<file path="src/rtl/imem_loader.sv">
// rtl/imem_loader.sv - instruction memory responder with host program loader
//
// Serves the CPU fetch port combinationally and loads the program through a
// byte-wide valid/ready write port. The CPU is held in reset for the whole
// load and for RESET_HOLD clk cycles after the last byte is accepted.
//
// Optional feature macro: IMEM_CHECKSUM_EN (modulo-256 sum of accepted bytes).
//
// Ports:
//   clk          system clock, rising edge
//   Reset        synchronous active-high reset
//   load_start   pulse: begin a new load at address 0 (also restarts a load)
//   wr_valid     host offers wr_data
//   wr_data      program byte
//   wr_last      wr_data is the final program byte
//   wr_ready     byte accepted this cycle when wr_valid is high (LOAD only)
//   ReadAddress  CPU fetch address
//   Instruction  fetched word, PAD_WORD beyond the loaded length
//   cpu_reset    reset to the CPU core
//   prog_len     number of loaded words (0..2**ADDR_W)
//   state        debug state: IDLE=0, LOAD=1, HOLD=2, RUN=3
//   checksum     byte sum of the current load (0 when the feature is off)

module imem_loader #(
  parameter int                ADDR_W     = 8,
  parameter int                DATA_W     = 8,
  parameter logic [DATA_W-1:0] PAD_WORD   = 8'h00,
  parameter int                RESET_HOLD = 16
) (
  input  logic              clk,
  input  logic              Reset,
  input  logic              load_start,
  input  logic              wr_valid,
  input  logic [DATA_W-1:0] wr_data,
  input  logic              wr_last,
  output logic              wr_ready,
  input  logic [ADDR_W-1:0] ReadAddress,
  output logic [DATA_W-1:0] Instruction,
  output logic              cpu_reset,
  output logic [ADDR_W:0]   prog_len,
  output logic [1:0]        state,
  output logic [DATA_W-1:0] checksum
);

  typedef enum logic [1:0] {
    IDLE = 2'd0,
    LOAD = 2'd1,
    HOLD = 2'd2,
    RUN  = 2'd3
  } state_t;

  state_t            state_q, state_d;
  logic [ADDR_W-1:0] wr_ptr_q, wr_ptr_d;
  logic [ADDR_W:0]   prog_len_q, prog_len_d;
  logic [7:0]        hold_cnt_q, hold_cnt_d;
  logic              mem_we;

  logic [DATA_W-1:0] mem [2**ADDR_W];

  always_comb begin
    state_d    = state_q;
    wr_ptr_d   = wr_ptr_q;
    prog_len_d = prog_len_q;
    hold_cnt_d = hold_cnt_q;
    mem_we     = 1'b0;
    wr_ready   = 1'b0;
    cpu_reset  = 1'b1;

    case (state_q)
      IDLE: begin
        if (load_start) begin
          state_d    = LOAD;
          wr_ptr_d   = '0;
          prog_len_d = '0;
        end
      end
      LOAD: begin
        wr_ready = 1'b1;
        // load_start wins over a byte offered in the same cycle
        if (load_start) begin
          wr_ptr_d   = '0;
          prog_len_d = '0;
        end else if (wr_valid) begin
          mem_we     = 1'b1;
          wr_ptr_d   = wr_ptr_q + ADDR_W'(1);
          prog_len_d = {1'b0, wr_ptr_q} + (ADDR_W+1)'(1);
          // the top address ends the load: the pointer wraps but is never used
          if (wr_last || (wr_ptr_q == {ADDR_W{1'b1}})) begin
            state_d    = HOLD;
            hold_cnt_d = 8'(RESET_HOLD);
          end
        end
      end
      HOLD: begin
        if (load_start) begin
          state_d    = LOAD;
          wr_ptr_d   = '0;
          prog_len_d = '0;
        end else begin
          hold_cnt_d = hold_cnt_q - 8'd1;
          if (hold_cnt_q == 8'd1) state_d = RUN;
        end
      end
      RUN: begin
        cpu_reset = 1'b0;
        if (load_start) begin
          state_d    = LOAD;
          wr_ptr_d   = '0;
          prog_len_d = '0;
        end
      end
      default: state_d = IDLE;
    endcase
  end

  always_ff @(posedge clk) begin
    if (Reset) begin
      state_q    <= IDLE;
      wr_ptr_q   <= '0;
      prog_len_q <= '0;
      hold_cnt_q <= '0;
    end else begin
      state_q    <= state_d;
      wr_ptr_q   <= wr_ptr_d;
      prog_len_q <= prog_len_d;
      hold_cnt_q <= hold_cnt_d;
    end
  end

  // Contents survive Reset; prog_len=0 masks them until reloaded.
  always_ff @(posedge clk) begin
    if (mem_we && !Reset) mem[wr_ptr_q] <= wr_data;
  end

  assign Instruction = ({1'b0, ReadAddress} < prog_len_q) ? mem[ReadAddress] : PAD_WORD;
  assign prog_len    = prog_len_q;
  assign state       = state_q;

`ifdef IMEM_CHECKSUM_EN
  logic [DATA_W-1:0] checksum_q, checksum_d;

  always_comb begin
    checksum_d = checksum_q;
    if (load_start) checksum_d = '0;
    else if (mem_we) checksum_d = checksum_q + wr_data;
  end

  always_ff @(posedge clk) begin
    if (Reset) checksum_q <= '0;
    else       checksum_q <= checksum_d;
  end

  assign checksum = checksum_q;
`else
  assign checksum = '0;
`endif

endmodule

</file>
<file path="config.mk">
export PLATFORM = sky130hd
export DESIGN_NAME = imem_loader
export DESIGN_NICKNAME = d
export VERILOG_FILES = /design/src/rtl/imem_loader.sv
export SDC_FILE = /design/constraint.sdc
export NUM_CORES = 2
export LEC_CHECK = 0
export CAP_MARGIN = 20
export CORE_UTILIZATION = 40
export CTS_CLUSTER_DIAMETER = 50
export DETAILED_ROUTE_END_ITERATION = 10
export PLACE_DENSITY_LB_ADDON = 0.2
export SETUP_SLACK_MARGIN = 0.3
export SYNTH_ARGS = -nofsm -noshare
export SYNTH_HDL_FRONTEND = slang
export SYNTH_SLANG_ARGS = --single-unit
</file>
<file path="constraint.sdc">
create_clock -name clk -period 3.5 [get_ports clk]
set_input_delay 0.7 -clock clk [delete_from_list [all_inputs] [get_ports clk]]
set_output_delay 0.7 -clock clk [all_outputs]
set_load 0.005 [all_outputs]
</file>
==> reports/metrics.cfg <==
[placement]
dp_slack_ns=-1.89
gp_congestion=0.829
place_area_um2=90200
dp_hpwl_um=135000
numPortBuffers=41

[status]
violations=setup timing
status=finished, violations left

[pwr]
power_frac_clock_pct=42.1
p_leak_nw=33.1
swShare_pct=22.1
power_frac_seq_pct=51.2
internal-power_w=0.0415
pwr-share-comb_pct=6.7
powerDensity_nw_per_um2=538
peakVddDrop_uv=543
switchingPower_w=0.0118

[setup_path]
critPathKind=in -> out
path_max_fanout=11
critPathSlowestCell=or3_4
max_stage_delay_ns=0.40
crit_buf_inv=7
cp.required_ns=2.80
critical-path-top-delay-family=compound AO/OA/AOI/OAI gates
cp-start-kind=input port
endpoint_kind=output pin
worstPathArrival_ns=3.73
cp_cell_sequence=buf_16 > buf_12 > buf_4 > mux2i_1 > o221ai_1 > a21oi_2 > o31ai_4 > buf_6 > or3_4 > buf_12 > a22oi_2 > o221ai_2 > buf_4 > buf_6

[run]
cap_violations=0

[cts]
hold_buffers=0
cts_root_buf=clkbuf_16
clock_latency_ns=0.85
path_clk_slew_ns=0.06
tritoncts=done
cts_made_buffers=216
clk_path_buf_depth=3
cts_max_level=4
cts_num_sinks=2067

[cells_and_area]
fillers=16300
final_cell_area_um2=99000
post-route-util_pct=49.4
synthToLayoutAreaGrowth_pct=22.3
layout-drive-gt1-share_pct=29.7
finalNetCount=5043

[drt]
drc=0
vias_per_cell=5.58
vias=43800
ant_nets=0
firstDrtPassIters=8
first_iter_violations=4105
finalWirelength_um=216000
avgRoutedWirePerCell_um=27.5

[synth]
synth_area_um2=81000
ys_ff_latch=2067
synth_compound_area_share_pct=5.06
syn_inst=4235
netlist_top_cells_area=edfxtp_1, mux4_2, mux2i_1, o221ai_1, nor2_1
synth_area_per_cell_um2=19.1
yosys.area.top_type=edfxtp_1
ys_seq_area_share_pct=76.4
synth_fa_ha_area_share_pct=0.263
synthArstFlopShare_pct=0
synth-xor-area-share_pct=0.130
ys_types=43
synth_ff_type=edfxtp_1
synth_simple_gate_area_share_pct=2.73
synth_top_family_by_area=multiplexers
synth_edf_count=2048
synth_top_area_share_pct=75.9
yosysWarnings=0
synthMuxAreaShare_pct=13.5

[sta]
worst_slack_ns=-0.925
worst_slew_pin_slew_ns=1.02
skew_ns=0.0460
slew_headroom_pct=32.0
finalCriticalPeriod_ns=4.43
setup_viol=8
hold_viol_final=0
final-max-slew-violation-count=0
rsz0062_at_grt=true
fin_crit_sh_pct=126
fmax_mhz=226
fin_hold_ws_ns=0.325

[global_routing]
grt_usage_pct=21.0
grt_pass1_wl_um=311000
gr-total-overflow=0
grt_pass1_vias=43600
antenna_found_initial=8
grt_max_degree=105

[floorplan]
dieArea_um2=204000
initial_core_util_pct=40.4
dieHeight_um=452
die_w_um=452
core_um2=200000
ios=50
placementRows=164

[hold_path]
hp-class=in -> reg

==> cell usage in the layout (no fill, tap or decap), types with 9 or more instances in the layout <==
cell	n
or3_4	26
dfxtp_1	15
clkinv_1	43
mux2i_1	498
mux2i_2	14
ha_1	15
clkinv_8	9
clkbuf_16	219
inv_1	15
o221ai_2	49
nor3_1	92
buf_8	11
clkinvlp_4	11
nand3_1	11
o22ai_2	12
buf_16	21
clkdlybuf4s50_1	18
o221ai_1	213
a21oi_1	127
nor2_1	290
clkinv_2	37
buf_6	30
mux4_2	256
o22ai_1	115
buf_4	633
xnor2_1	9
nand2_1	31
buf_12	98
bufinv_16	15
nor4_1	15
clkbuf_1	47
edfxtp_1	2048
==> registers in the layout, indices dropped and copies added, names as in the netlist <==
name / count
mem: 2048
hold_cnt_q: 8
wr_ptr_q: 7
prog_len: 2
state: 2
==> cells in the mapped netlist, types with 11 or more instances <==
cell / n
dfxtp_1: 19
o22ai_1: 127
nor4_1: 19
o31ai_1: 17
mux2i_1: 516
nor2_1: 290
mux4_2: 256
a21oi_1: 133
buf_4: 48
nand2_1: 36
o221ai_1: 264
buf_6: 23
buf_1: 19
nand3_1: 11
nor3_1: 96
clkbuf_1: 120
buf_2: 64
inv_1: 19
or3_1: 34
edfxtp_1: 2048
ha_1: 17
==> through the flow <==
step / std cells / TNS (ns) / power, W
floorplan: 4242 / 0 / 0.0294
global placement: 7390 / -12.45 / 0.0311
detailed placement: 7390 / -12.52 / 0.0311
CTS: 7839 / -6.92 / 0.0537
global route: 7847 / -7.39 / 0.0549
finish: 7850 / -6.74 / 0.0533
==> logic make-up (layout without fill, tap and decap cells) <==
group           after synthesis  in the layout
flops                      2067           2067
mux                         772            772
compound gates              568            568
simple gates                505            505
buf+inv                     293           1242
fa+ha+maj                    17             17
xor+xnor                     12             12
other cells                   1             11
==> worst register-to-register path, delay by kind of cell (launching register included) <==
kind / cells / cell delay [ns]
flops: 1 / 0.32
simple gates: 3 / 1.58
buf+inv: 2 / 0.41
==> timing repair <==
action	CTS	global route
pin swaps	45	23
setup buffers	31	8
cloned	14	0
resized for setup	207	46
setup endpoints to repair	8	8
==> final timing paths <==
kind                               from                         end  slack, ns  cells after the start
min reg2reg  hold_cnt_q[7]$_SDFFE_PP0P_  hold_cnt_q[7]$_SDFFE_PP0P_       0.50                      2
max                      ReadAddress[0]              Instruction[2]      -0.93                     14
max reg2reg    wr_ptr_q[4]$_SDFFE_PP0P_        mem[98][6]$_DFFE_PP_       0.89                      5
min                          wr_data[3]       mem[196][3]$_DFFE_PP_       0.33                      1
==> cell type report <==
cell class / instances / area, um2 / area share, %
Sequential cell: 2067 / 61900 / 62.5
Tap cell: 2656 / 3320 / 3.36
Multi-Input combinational cell: 1882 / 18600 / 18.8
Antenna cell: 3 / 7.51 / 0.00758
Clock inverter: 133 / 1230 / 1.24
Inverter: 19 / 73.8 / 0.0746
Clock buffer: 271 / 5730 / 5.78
Timing Repair Buffer: 819 / 8180 / 8.26
==> routing by layer <==
layer	vias to the layer above	track usage, %	wire length [um]	share of wire [%]
met3	321	3.30	13400	6.2
met1	22900	29.9	94200	44
met4	0	6.12	5830	2.7
met2	1405	33.5	103000	47
met5	-	0	0	0
li1	19100	-	-	-
==> power groups by stage <==
stage	clock, W	combinational [W]	sequential, W
2_1_floorplan	0	0.00159	0.0278
3_3_place_gp	0	0.00330	0.0278
3_5_place_dp	0	0.00333	0.0278
4_1_cts	0.0228	0.00358	0.0273
5_1_grt	0.0238	0.00382	0.0273
6_report	0.0224	0.00358	0.0273
(Power assumes the default switching activity.)
